$ cat config.mk
export PLATFORM = sky130hd
export DESIGN_NAME = irq_ctrl
export DESIGN_NICKNAME = d
export VERILOG_FILES = /design/src/rtl/irq_ctrl_pkg.sv /design/src/rtl/irq_prio_enc.sv /design/src/rtl/irq_ctrl.sv
export SDC_FILE = /design/constraint.sdc
export NUM_CORES = 1
export LEC_CHECK = 0
export BUFFER_PORTS_ARGS = -buffer_cell sky130_fd_sc_hd__buf_2
export CELL_PAD_IN_SITES_DETAIL_PLACEMENT = 2
export CELL_PAD_IN_SITES_GLOBAL_PLACEMENT = 2
export CORE_MARGIN = 5
export CORE_UTILIZATION = 28
export CTS_CLUSTER_DIAMETER = 40
export DETAILED_ROUTE_END_ITERATION = 10
export HOLD_SLACK_MARGIN = 0.08
export PLACE_DENSITY_LB_ADDON = 0.25
export RECOVER_POWER = 100
export SETUP_SLACK_MARGIN = 0.2
export SYNTH_ARGS = -nofsm -noshare
export SYNTH_HDL_FRONTEND = slang
export SYNTH_SLANG_ARGS = --single-unit
$ cat constraint.sdc
create_clock -name clock -period 1.4 [get_ports clock]
set_input_delay 0.07 -clock clock [delete_from_list [all_inputs] [get_ports clock]]
set_output_delay 0.07 -clock clock [all_outputs]
set_load 0.005 [all_outputs]
$ cat src/rtl/irq_ctrl_pkg.sv
// irq_ctrl_pkg: shared FSM state type, sizing constants and index wrap helper for irq_ctrl.
package irq_ctrl_pkg;
  localparam int MAX_IRQ = 8;
  localparam int VEC_W = 3;
  typedef enum logic [1:0] {IDLE, REQ, SERVICE} state_t;
  function automatic int wrap_idx(input int s, input int k, input int n);
    return (s + k >= n) ? s + k - n : s + k;
  endfunction
endpackage

$ cat src/rtl/irq_prio_enc.sv
// irq_prio_enc: combinational winner search over eligible lines, starting at index start and wrapping at N.
module irq_prio_enc import irq_ctrl_pkg::*; #(
  parameter int N = MAX_IRQ
) (
  input  logic [MAX_IRQ-1:0] eligible,
  input  logic [VEC_W-1:0]   start,
  output logic               valid,
  output logic [VEC_W-1:0]   idx
);
  logic [VEC_W-1:0] cand;
  // Walk from the far end back toward start so the nearest eligible line is the last write.
  always_comb begin
    valid = 1'b0;
    idx = '0;
    cand = '0;
    for (int k = N - 1; k >= 0; k--) begin
      cand = VEC_W'(wrap_idx(int'(start), k, N));
      if (eligible[cand]) begin
        valid = 1'b1;
        idx = cand;
      end
    end
  end
endmodule

$ cat src/rtl/irq_ctrl.sv
// irq_ctrl: non-nesting interrupt controller with edge/level pending, enable mask and IDLE/REQ/SERVICE handshake.
// Define IRQ_CTRL_RR_EN for round-robin arbitration; otherwise lowest index wins.
module irq_ctrl import irq_ctrl_pkg::*; #(
  parameter int NUM_IRQ = 8,
  parameter bit EDGE    = 1'b1
) (
  input  logic               clock,
  input  logic               reset,
  input  logic [MAX_IRQ-1:0] irq_req,
  input  logic               ie_we,
  input  logic [MAX_IRQ-1:0] ie_wdata,
  input  logic               cpu_ack,
  input  logic               cpu_iret,
  output logic               interrupt,
  output logic [VEC_W-1:0]   irq,
  output logic [MAX_IRQ-1:0] pending,
  output logic [MAX_IRQ-1:0] ie,
  output logic               in_service
);
  localparam logic [MAX_IRQ-1:0] MASK = MAX_IRQ'((1 << NUM_IRQ) - 1);
  state_t state_q, state_d;
  logic [VEC_W-1:0] irq_q, irq_d, start, win;
  logic [MAX_IRQ-1:0] pend_q, pend_d, ie_q, ie_d, prev_q, prev_d, set, eligible;
  logic valid, take;
  assign take = (state_q == REQ) && cpu_ack;
`ifdef IRQ_CTRL_RR_EN
  logic [VEC_W-1:0] ptr_q, ptr_d;
  always_comb ptr_d = take ? ((int'(irq_q) + 1 >= NUM_IRQ) ? '0 : irq_q + 1'b1) : ptr_q;
  always_ff @(posedge clock) ptr_q <= reset ? '0 : ptr_d;
  assign start = ptr_q;
`else
  assign start = '0;
`endif
  irq_prio_enc #(.N(NUM_IRQ)) u_enc (.eligible(eligible), .start(start), .valid(valid), .idx(win));
  // A new set event outranks the ack clear on the same bit.
  always_comb begin
    prev_d = irq_req & MASK;
    set = EDGE ? (prev_d & ~prev_q) : prev_d;
    eligible = pend_q & ie_q;
    ie_d = ie_we ? (ie_wdata & MASK) : ie_q;
    pend_d = (pend_q & ~(take ? (MAX_IRQ'(1) << irq_q) : '0)) | set;
    state_d = state_q;
    irq_d = irq_q;
    case (state_q)
      IDLE: if (valid) begin
        state_d = REQ;
        irq_d = win;
      end
      REQ: state_d = cpu_ack ? SERVICE : (eligible[irq_q] ? REQ : IDLE);
      SERVICE: state_d = cpu_iret ? IDLE : SERVICE;
      default: state_d = IDLE;
    endcase
  end
  always_ff @(posedge clock) begin
    if (reset) begin
      state_q <= IDLE;
      irq_q <= '0;
      pend_q <= '0;
      ie_q <= '0;
      prev_q <= '0;
    end else begin
      state_q <= state_d;
      irq_q <= irq_d;
      pend_q <= pend_d;
      ie_q <= ie_d;
      prev_q <= prev_d;
    end
  end
  assign interrupt = (state_q == REQ);
  assign in_service = (state_q == SERVICE);
  assign irq = irq_q;
  assign pending = pend_q;
  assign ie = ie_q;
endmodule

-- After elaboration in Yosys (flattened, before gate mapping)
Index checks and enable logic that the tools add are counted.
- order comparisons: 1
- equality and inequality tests: 3
- shift-type cells: 1
- multiplexer cells: 24
- bitwise gates (word level): 6
- reductions and logical operators: 3
- operators by type and width (cell ; number):
    8-bit bitwise AND ; 3
    3-bit two-way mux ; 8
    8-bit inverter ; 2
    1-bit two-way mux ; 10
    8-bit two-way mux ; 1
    8-bit bitwise OR ; 1
    1-bit by 3-bit left shift with 8-bit output, first input constant ; 1
    2-bit two-way mux ; 3
    2-bit case mux with 3 select lines ; 1
    3-bit by 4-bit < comparator with 1-bit output, second input constant ; 1
    1-bit binary-select mux with 3-bit select ; 1
    2-bit by 1-bit equality test with 1-bit output, second input constant ; 1
    2-bit equality test, second input constant ; 1
    2-bit logical NOT ; 1
    2-bit by 1-bit inequality test with 1-bit output, second input constant ; 1
    2-bit AND reduction ; 1
    1-bit logical AND ; 1
- register bits: 29
- input port bits: 21
- output and inout bits: 21
- word-level logic and storage cells: 43

-- Longest topological paths before layout
Gate-level depths: netlist (run 1).
- depth after elaboration: 11
- depth in mapped cells: 5
- depth with buffers taken out: 4

-- By module
Synthesis (run 1) repeated with hierarchy kept, for this count alone.
- cell total of the unflattened synthesis: 210
- area total of the unflattened synthesis: 1959.4 um^2
- modules (own cells, without submodules) (module ; instances ; cells an instance ; area an instance (um^2) ; seq. area each (um^2)):
    irq_ctrl ; 1 ; 120 ; 1177.4 ; 580.6
    irq_prio_enc ; 1 ; 90 ; 782.0 ; 0.0

-- Least setup slack after synthesis (run 1)
Ideal clock, no wire load.
- kind: register -> register
- from: reg irq_q[0], in the netlist irq[0]
- to: reg state_q[0]
- setup time: 0.132 ns
- arrival: 1.014 ns
- data required time: 1.268 ns
- setup slack: 0.254 ns
- stages on the path, launching flop included: 5
- buffers on the path: 1
- period minus slack after synthesis: 1.146 ns
- cell sequence: dfxtp_1 > clkbuf_1 > o211ai_1 > a32oi_1 > o22ai_1
- word-level cells in the longest chain between the ends: 5
- ends and longest elaborated chain (what ; line ; RTL):
    from (decl) ; irq_ctrl.sv:22 ; logic [VEC_W-1:0] irq_q, irq_d, start, win;
    from (signal assigned) ; irq_ctrl.sv:63 ; irq_q <= irq_d;
    1-bit binary-select mux with 3-bit select ; irq_ctrl.sv:49 ; REQ: state_d = cpu_ack ? SERVICE : (eligible[irq_q] ? REQ : IDLE);
    1-bit two-way mux (not written as such) ; irq_ctrl.sv:49 ;
    1-bit two-way mux ; irq_ctrl.sv:49 ;
    2-bit two-way mux ; irq_ctrl.sv:49 ;
    2-bit case mux with 3 select lines ; irq_ctrl.sv:44 ; case (state_q)
    to (signal assigned) ; irq_ctrl.sv:62 ; state_q <= state_d;
    to (decl) ; irq_ctrl.sv:21 ; state_t state_q, state_d;
No other way between the ends. The select of a mux whose other input is x is not followed.
A chain may end at the register's enable or synchronous reset.

-- Worst setup path after layout (run 1)
- from: reg pend_q[2], in the netlist pending[2]
- to: reg irq_q[0], in the netlist irq[0]
- word-level cells in the longest chain between the ends: 5
- elaborated cells on any way between the ends: 8
- those cells by class: mux: 6; bitwise: 1; reduce/logical: 1
- ends and longest elaborated chain (what ; line ; RTL):
    from (decl) ; irq_ctrl.sv:23 ; logic [MAX_IRQ-1:0] pend_q, pend_d, ie_q, ie_d, prev_q, prev_d, set, eligible;
    from (signal assigned) ; irq_ctrl.sv:64 ; pend_q <= pend_d;
    8-bit bitwise AND * ; irq_ctrl.sv:39 ; eligible = pend_q & ie_q;
    1-bit two-way mux (3 in a row) ; irq_prio_enc.sv:18 ; if (eligible[cand]) begin
    2-bit AND reduction (no source line) ; - ;
Every way passes the cells marked *; elsewhere a longest branch is shown, timed or not.

==> flow_metrics.env, run 1 <==
export IMPL_yosys_warnings=0
export IMPL_critical_path_max_stage_delay_ns=0.46
export IMPL_async_flop_share=0
export IMPL_combPwrFrac=0.180
export IMPL_synth_seq_cells=29
export IMPL_crit_buf_inv=0
export IMPL_rows=23
export IMPL_path_class="register to register"
export IMPL_netlist_instances=131
export IMPL_hold_ws_ns=0.0764
export IMPL_setup_tns_ns=0
export IMPL_crit_chain="nand2_2, a32o_1, a31oi_2, o31ai_2"
export IMPL_syn_to_final_growth_pct=50.7
export IMPL_critical_path_top_delay_family="compound AO/OA/AOI/OAI gates"
export IMPL_port_buffers=41
export IMPL_internal_power_uw=1460
export IMPL_tritoncts="built"
export IMPL_synth_area_um2=1200
export IMPL_drc_errors=0
export IMPL_end_kind="register"
export IMPL_fin_nets=223
export IMPL_numCtsBuffers=5
export IMPL_final_area_um2=1810
export IMPL_dr_max_layer_used="met4"
export IMPL_drtAntennaViolNets=0
export IMPL_r2r_slack_ns=0.12
export IMPL_routed_wl_um=4450
export IMPL_vias=1281
export IMPL_finalCritPeriodShare=0.912
export IMPL_routed_via_density=5.08
export IMPL_grt_ovfl_total=0
export IMPL_maxCapViolCount=0
export IMPL_min_delay_path_class="primary input to register"
export IMPL_drive_gt1_frac=0.307
export IMPL_cts_clk_slew_worst_paths_ns=0.06
export IMPL_p_seq_frac=0.478
export IMPL_power_uw=2000
export IMPL_fp_coreArea_um2=4090
export IMPL_hold_violations=0
export IMPL_required_ns=1.56
export IMPL_dp_hpwl_um=3030
export IMPL_synth_edf_count=0
export IMPL_synth_top_area_frac=0.483
export IMPL_die_area_um2=5700
export IMPL_ys_top_cells_by_area="dfxtp_1, mux2i_1, nand2b_1, nor2b_1, a21oi_1"
export IMPL_ios=42
export IMPL_cp_start_kind="register"
export IMPL_grt_pass1_vias=1398
export IMPL_die_h_um=75.5
export IMPL_clock_skew_ns=0.00585
export IMPL_power_switching_uw=542
export IMPL_synth_seq_area_share=0.483
export IMPL_crit_slowest_cell="dfxtp_1"
export IMPL_arrival_ns=1.44
export IMPL_cts_root_buf="clkbuf_8"
export IMPL_p_leak_uw=0.000758
export IMPL_grt_antenna_before_repair=0
export IMPL_clock_path_buffers=2
export IMPL_rsz0062_at_grt="yes"
export IMPL_route_met2_wl_um=2390
export IMPL_dpl_cell_area_um2=1490
export IMPL_final_setup_viol_count=0
export IMPL_ir_worst_vdd_uv=506
export IMPL_h_tree_depth=2
export IMPL_syn_num_nets=152
export IMPL_avgSynthCellArea_um2=9.17
export IMPL_maxSlewViolCount=0
export IMPL_dr_pass1_iters=6
export IMPL_slew_headroom=0.731
export IMPL_routabilityCongestion=0.773
export IMPL_grt_first_pass_wirelength_um=6820
export IMPL_grt_usage=0.163
export IMPL_status="completed"
export IMPL_switching_share=0.271
export IMPL_cts_num_sinks=29
export IMPL_cp_max_fo=4
export IMPL_grt_max_degree=21
export IMPL_fin_crit_ns=1.28
export IMPL_power_share_clock=0.342
export IMPL_diodes=0
export IMPL_initial_core_util=0.294
export IMPL_avgRoutedWirePerCell_um=17.7
export IMPL_p_per_area_nw_per_um2=1110
export IMPL_tightest_slew_ns=0.403
export IMPL_met3_length_um=234
export IMPL_synth_most_common_cell="dfxtp_1"
export IMPL_synth_common_cells="dfxtp_1, a21oi_1, nand2b_1, nor2_1, nand2_1"
export IMPL_synth_top_flop_cell="dfxtp_1"
export IMPL_synth_cell_types=29
export IMPL_die_width_um=75.5
export IMPL_met1Wirelength_um=1790
export IMPL_synth_area_leader_cell="dfxtp_1"
export IMPL_drt_iter0_markers=55
export IMPL_fmaxAchievable_mhz=784
export IMPL_clk_latency_ns=0.27
-- routing by layer --
metal | vias up | global-route usage
met5 | - | 0
met1 | 639 | 0.179
met2 | 32 | 0.304
met4 | 0 | 0.0466
li1 | 605 | -
met3 | 5 | 0.0449
-- final timing paths --
path,startpoint,depth (start not counted),to
max,pending[2]$_SDFF_PP0_,4,irq[0]$_SDFFE_PP0P_
min,ie_wdata[2],3,ie[2]$_SDFFE_PP0P_
max reg2reg,pending[2]$_SDFF_PP0_,4,irq[0]$_SDFFE_PP0P_
min reg2reg,prev_q[5]$_SDFF_PP0_,2,pending[5]$_SDFF_PP0_
-- timing repair --
action | 4_1_cts | 5_1_grt
hold buffers | 15 | 1
buffers inserted | 4 | 3
pin swaps | 5 | 2
resized for setup | 18 | 11
hold endpoints to repair | 23 | 1
setup endpoints to repair | 8 | 11
-- power by group through the flow --
stage / logic [uW] / clock network [uW] / registers [uW]
2_1_floorplan: 161 / 0 / 950
3_3_place_gp: 285 / 0 / 959
3_5_place_dp: 297 / 0 / 965
4_1_cts: 354 / 708 / 958
5_1_grt: 398 / 752 / 966
6_report: 360 / 684 / 957
-- registers in the layout, summed over array words and instances (netlist names) --
name     cells
irq          3
pending      8
prev_q       8
state_q      2
ie           8
-- cells by family after synthesis --
| kind of cell | count (synthesis) | share of synthesized area |
|---|---|---|
| multiplexers | 8 | 0.0667 |
| AND/OR/NAND/NOR | 52 | 0.229 |
| flip-flops | 29 | 0.483 |
| AO/OA/AOI/OAI | 36 | 0.201 |
| buffers and inverters | 6 | 0.0198 |
-- layout by cell type (no fill, tap or decap), drive strengths merged, types with 2 or more instances in the layout --
master and instances:
dlygate4sd3 16, nand2b 11, o31ai 3, nor2 11, a221oi 2, a21oi 11
nand3 3, mux2i 8, a22oi 5, o21ai 7, or2 2, a32o 2
clkbuf 24, nand2 10, nand3b 2, dfxtp 29, nor2b 10, buf 36
o211ai 2
-- layout make-up --
cell class | instances | area, um2
well taps | 50 | 62.6
flip-flops and latches | 29 | 587
fillers | 481 | 2280
inverters | 1 | 3.75
repair buffers | 69 | 424
multi-input cells | 96 | 647
clock buffers | 7 | 86.3
-- worst min-delay path: cells and delay by family --
family                 cells  cell delay, ns
AND/OR/NAND/NOR            1            0.10
buffers and inverters      1            0.08
multiplexers               1            0.07
-- through the flow --
step	utilization	instances	setup slack [ns]
floorplan	-	131	0.254
global placement	0.364	222	0.155
detailed placement	0.364	222	0.0597
CTS	0.440	248	0.183
global route	0.443	252	0.0640
finish	0.443	252	0.124
Power figures use the tool's default switching activity.
==> run 2: changes to the inputs <==
--- a/config.mk
+++ b/config.mk
@@ -8,7 +8,6 @@
 export BUFFER_PORTS_ARGS = -buffer_cell sky130_fd_sc_hd__buf_2
 export CELL_PAD_IN_SITES_DETAIL_PLACEMENT = 2
 export CELL_PAD_IN_SITES_GLOBAL_PLACEMENT = 2
-export CORE_MARGIN = 5
 export CORE_UTILIZATION = 28
 export CTS_CLUSTER_DIAMETER = 40
 export DETAILED_ROUTE_END_ITERATION = 10
==> run 2 against run 1 <==
  * Utilization increased by 0.59 points
  * Sequential power increased by 0.5%
  * Clock power increased by 12%
  * Clock skew decreased by 0.0010 ns
  * Worst hold slack improved by 0.016 ns
  * Via count decreased by 3.2%
  * Highest routed layer unchanged
==> flow_metrics.env, run 2 (synthesis gave the netlist of run 1 again) <==
export IMPL_status="completed"
export IMPL_routed_wl_um=4140
export IMPL_hold_ws_ns=0.0925
export IMPL_routed_via_density=5.00
export IMPL_fmaxAchievable_mhz=780
export IMPL_finalCritPeriodShare=0.915
export IMPL_required_ns=1.59
export IMPL_syn_to_final_growth_pct=51.7
export IMPL_dr_pass1_iters=4
export IMPL_final_setup_viol_count=0
export IMPL_cts_root_buf="clkbuf_8"
export IMPL_drtAntennaViolNets=0
export IMPL_dp_hpwl_um=2770
export IMPL_grt_ovfl_total=0
export IMPL_crit_chain="a22oi_2, a41o_2, a221oi_2"
export IMPL_final_area_um2=1820
export IMPL_final_util=0.449
export IMPL_initial_core_util=0.296
export IMPL_vias=1240
export IMPL_grt_first_pass_wirelength_um=6250
export IMPL_die_h_um=67.5
export IMPL_layout_common_cells="buf_2, dfxtp_1, dlygate4sd3_1"
export IMPL_diodes=0
export IMPL_end_kind="register"
export IMPL_fin_nets=218
export IMPL_dpl_cell_area_um2=1470
export IMPL_final_common_cell="buf_2"
export IMPL_clock_path_buffers=2
export IMPL_grt_antenna_before_repair=0
export IMPL_numCtsBuffers=5
export IMPL_rr_endpoint="irq[1]$_SDFFE_PP0P_"
export IMPL_port_buffers=41
export IMPL_hold_violations=0
export IMPL_ios=42
export IMPL_critical_path_max_stage_delay_ns=0.44
export IMPL_clock_skew_ns=0.00484
export IMPL_path_class="register to register"
export IMPL_cp_start_kind="register"
export IMPL_clk_latency_ns=0.28
export IMPL_min_delay_path_class="primary input to register"
export IMPL_maxCapViolCount=0
export IMPL_die_area_um2=4560
export IMPL_rsz0062_at_grt="yes"
export IMPL_cts_clk_slew_worst_paths_ns=0.06
export IMPL_r2r_cells=3
export IMPL_tightest_slew_ns=0.324
export IMPL_setup_tns_ns=0
export IMPL_die_width_um=67.5
export IMPL_ir_worst_vdd_uv=711
export IMPL_drt_iter0_markers=59
export IMPL_tritoncts="built"
export IMPL_fp_coreArea_um2=4060
export IMPL_worstSetupStartpoint="pending[4]$_SDFF_PP0_"
export IMPL_cp_max_fo=4
export IMPL_avgRoutedWirePerCell_um=16.7
export IMPL_cts_num_sinks=29
export IMPL_drive_gt1_frac=0.343
export IMPL_slew_headroom=0.782
export IMPL_drc_errors=0
export IMPL_grt_usage=0.195
export IMPL_routabilityCongestion=0.836
export IMPL_p_per_area_nw_per_um2=1150
export IMPL_grt_max_degree=17
export IMPL_rows=23
export IMPL_grt_pass1_vias=1307
export IMPL_maxSlewViolCount=0
export IMPL_p_leak_uw=0.000775
export IMPL_worstSetupEndpoint="irq[1]$_SDFFE_PP0P_"
export IMPL_fin_crit_ns=1.28
export IMPL_r2r_slack_ns=0.12
export IMPL_arrival_ns=1.47
export IMPL_h_tree_depth=2
export IMPL_crit_slowest_cell="dfxtp_1"
export IMPL_r2r_start="pending[4]$_SDFF_PP0_"
## run 2: cell types whose count changed in the layout (fill, tap and decap cells not counted), sizes merged
cell,delta
clkbuf,-10
clkinv,+1
buf,+5
## run 2: cell type report
cell class | instances | area, um2
multi-input cells | 96 | 661
clock inverters | 1 | 5.00
inverters | 1 | 3.75
fillers | 449 | 2240
well taps | 50 | 62.6
repair buffers | 64 | 409
clock buffers | 7 | 96.3
flip-flops and latches | 29 | 584
## run 2: what timing repair did
action,in CTS,in global routing
endpoints found under the hold margin,24,0
pin swaps,1,7
hold buffers,16,0
gates resized for setup,9,20
buffers inserted,1,3
setup endpoints to repair,5,9
## run 2: how the worst min path moves through the flow
stage	start	slack (ns)	depth (start not counted)	to
2_1_floorplan	irq_req[0]	0.20	1	prev_q[0]$_SDFF_PP0_
4_1_cts	cpu_iret	0.1	3	state_q[1]$_SDFFE_PP0P_
3_3_place_gp	irq_req[1]	0.30	2	prev_q[1]$_SDFF_PP0_
3_5_place_dp	irq_req[0]	0.31	2	prev_q[0]$_SDFF_PP0_
6_report	cpu_iret	0.09	3	state_q[1]$_SDFFE_PP0P_
5_1_grt	cpu_iret	0.09	3	state_q[1]$_SDFFE_PP0P_
## run 2: layer usage
layer	track usage	wire, um	vias up
met4	0.0718	106	0
met1	0.216	1750	602
met5	0	0	-
li1	-	-	595
met2	0.348	2130	34
met3	0.0557	152	9
## run 2: power breakdown
group	leakage (uW)	total, uW	internal [uW]	switching, uW
Combinational	0.000479	360	188	172
Clock	0.0000542	769	444	326
Sequential	0.000242	962	886	76.1
Total	0.000775	2090	1520	574
## run 2: worst max-delay path: cells and delay by family, from the launching register on
family,cells,cell delay (ns)
compound gates,3,0.74
flops,1,0.44
## run 2: through the flow
stage	worst slack [ns]	cells	power, uW
floorplan	0.254	131	1110
global placement	0.194	220	1230
detailed placement	0.139	220	1250
CTS	0.158	245	2080
global route	0.0259	248	2190
finish	0.118	248	2090
==> run 3: changes to the inputs <==
--- a/config.mk
+++ b/config.mk
@@ -8,6 +8,7 @@
 export BUFFER_PORTS_ARGS = -buffer_cell sky130_fd_sc_hd__buf_2
 export CELL_PAD_IN_SITES_DETAIL_PLACEMENT = 2
 export CELL_PAD_IN_SITES_GLOBAL_PLACEMENT = 2
+export CORE_ASPECT_RATIO = 0.7
 export CORE_UTILIZATION = 28
 export CTS_CLUSTER_DIAMETER = 40
 export DETAILED_ROUTE_END_ITERATION = 10
==> run 3 against run 2 <==
  * Critical path depth increased by 1
  * Sequential share of layout area grew 1.1 points
  * Power down 4.4%
  * Critical path type unchanged
  * Critical endpoint is now state_q[0]$_SDFFE_PP0P_
==> flow_metrics.env, run 3 (synthesis gave the netlist of run 1 again) <==
export IMPL_status="completed"
export IMPL_critical_path_max_stage_delay_ns=0.46
export IMPL_grt_pass1_vias=1359
export IMPL_final_common_cell="buf_2"
export IMPL_ios=42
export IMPL_routed_wl_um=4620
export IMPL_hold_path_end="ie[4]$_SDFFE_PP0P_"
export IMPL_initial_core_util=0.299
export IMPL_maxSlewViolCount=0
export IMPL_grt_antenna_before_repair=0
export IMPL_vias=1256
export IMPL_layout_common_cells="buf_2, dfxtp_1, clkbuf_1"
export IMPL_multi_input_area_um2=669
export IMPL_cts_clk_slew_worst_paths_ns=0.06
export IMPL_fin_cells=248
export IMPL_ff_latch_area_um2=593
export IMPL_r2r_slack_ns=0.07
export IMPL_r2r_cells=4
export IMPL_cts_root_buf="clkbuf_8"
export IMPL_cts_num_sinks=29
export IMPL_arrival_ns=1.54
export IMPL_critical_path_top_delay_family="compound AO/OA/AOI/OAI gates"
export IMPL_cp_max_fo=5
export IMPL_rr_endpoint="state_q[0]$_SDFFE_PP0P_"
export IMPL_clk_latency_ns=0.28
export IMPL_crit_buf_inv=0
export IMPL_p_per_area_nw_per_um2=1120
export IMPL_ir_worst_vdd_uv=533
export IMPL_fmaxAchievable_mhz=750
export IMPL_maxCapViolCount=0
export IMPL_hold_depth=3
export IMPL_tightest_slew_ns=0.456
export IMPL_finalCritPeriodShare=0.952
export IMPL_dr_pass1_iters=4
export IMPL_fin_nets=216
export IMPL_worstSetupStartpoint="pending[3]$_SDFF_PP0_"
export IMPL_drt_iter0_markers=45
export IMPL_die_width_um=80.3
export IMPL_required_ns=1.61
export IMPL_routabilityCongestion=0.775
export IMPL_grt_max_degree=24
export IMPL_die_h_um=56.8
export IMPL_fp_coreArea_um2=4020
export IMPL_avgRoutedWirePerCell_um=18.6
export IMPL_rsz0062_at_grt="yes"
export IMPL_hold_violations=0
export IMPL_port_buffers=41
export IMPL_h_tree_depth=2
export IMPL_crit_slowest_cell="dfxtp_1"
export IMPL_rows=19
export IMPL_routed_via_density=5.06
export IMPL_syn_to_final_growth_pct=49.0
export IMPL_slew_headroom=0.696
export IMPL_path_class="register to register"
export IMPL_die_area_um2=4560
export IMPL_dp_hpwl_um=2860
export IMPL_crit_chain="nand2_1, a221oi_1, a32oi_1, o22ai_1"
export IMPL_grt_first_pass_wirelength_um=7370
export IMPL_diodes=0
export IMPL_end_kind="register"
export IMPL_drtAntennaViolNets=0
export IMPL_drc_errors=0
export IMPL_fin_crit_ns=1.33
export IMPL_setup_tns_ns=0
export IMPL_clock_path_buffers=2
export IMPL_cp_start_kind="register"
export IMPL_drive_gt1_frac=0.286
export IMPL_min_delay_path_class="primary input to register"
export IMPL_p_leak_uw=0.000728
export IMPL_clock_skew_ns=0.00426
export IMPL_tritoncts="built"
export IMPL_dp_cells=222
export IMPL_grt_usage=0.225
export IMPL_fill_cells=468
export IMPL_numCtsBuffers=5
export IMPL_r2r_start="pending[3]$_SDFF_PP0_"
export IMPL_grt_ovfl_total=0
export IMPL_min_delay_start="ie_wdata[4]"
export IMPL_final_setup_viol_count=0
==> run 3: changes by cell type in the layout (fill, tap and decap cells not counted), moves of 2 or more <==
cell,previous run,this run
dfxtp_4,0,3
clkbuf_8,7,5
o21ai_1,5,2
buf_2,33,29
o31ai_1,0,2
nor2b_4,0,2
clkbuf_1,6,17
nor2b_2,2,0
o31ai_2,2,0
o21ai_0,1,4
dfxtp_2,3,1
buf_4,7,2
==> run 3: timing repair <==
item,in CTS,in global routing
endpoints found under the hold margin,24,0
gates resized for setup,20,16
setup endpoints to repair,9,9
gates cloned,0,0
pin swaps,3,2
hold buffers,16,0
buffers inserted,2,0
==> run 3: worst reg2reg max path, stage by stage (launching register included) <==
cell      delay, ns
dfxtp_1        0.46
nand2_1        0.13
a221oi_1       0.40
a32oi_1        0.12
o22ai_1        0.15
==> run 3: stage by stage <==
step / utilization / area [um2] / power [uW] / setup WS (ns) / hold slack, ns
after floorplan: - / 1200 / 1110 / 0.254 / 0.198
after global placement: 0.367 / 1470 / 1240 / 0.123 / 0.300
after detailed placement: 0.367 / 1470 / 1250 / 0.0978 / 0.306
after CTS: 0.448 / 1800 / 2000 / 0.174 / 0.110
after global routing: 0.445 / 1790 / 2100 / 0.0586 / 0.141
final: 0.445 / 1790 / 2000 / 0.0675 / 0.105
==> run 3: layout make-up <==
type | count | area share
Multi-Input combinational cell | 96 | 0.374
Sequential cell | 29 | 0.331
Timing Repair Buffer | 62 | 0.211
Clock buffer | 8 | 0.0448
Tap cell | 52 | 0.0364
Inverter | 1 | 0.00210
==> run 3: how the worst max path moves through the flow <==
stage / end / slack, ns / cells past startpoint
6_report: state_q[0]$_SDFFE_PP0P_ / 0.07 / 4
5_1_grt: pending[0]$_SDFF_PP0_ / 0.06 / 4
2_1_floorplan: state_q[0]$_SDFFE_PP0P_ / 0.25 / 4
3_5_place_dp: pending[0]$_SDFF_PP0_ / 0.1 / 4
3_3_place_gp: pending[0]$_SDFF_PP0_ / 0.12 / 4
4_1_cts: irq[0]$_SDFFE_PP0P_ / 0.17 / 4
==> run 3: layer usage <==
layer,GRT usage,vias up,part of all wire
met2,0.370,31,0.50
met4,0.0765,0,0.010
met1,0.290,628,0.46
li1,-,592,-
met3,0.0520,5,0.038
met5,0,-,0
==> run 3: power by group <==
| part | leakage (uW) | switching [uW] | internal (uW) |
|---|---|---|---|
| registers | 0.000243 | 81.2 | 885 |
| logic | 0.000446 | 178 | 187 |
| clock network | 0.0000395 | 315 | 353 |
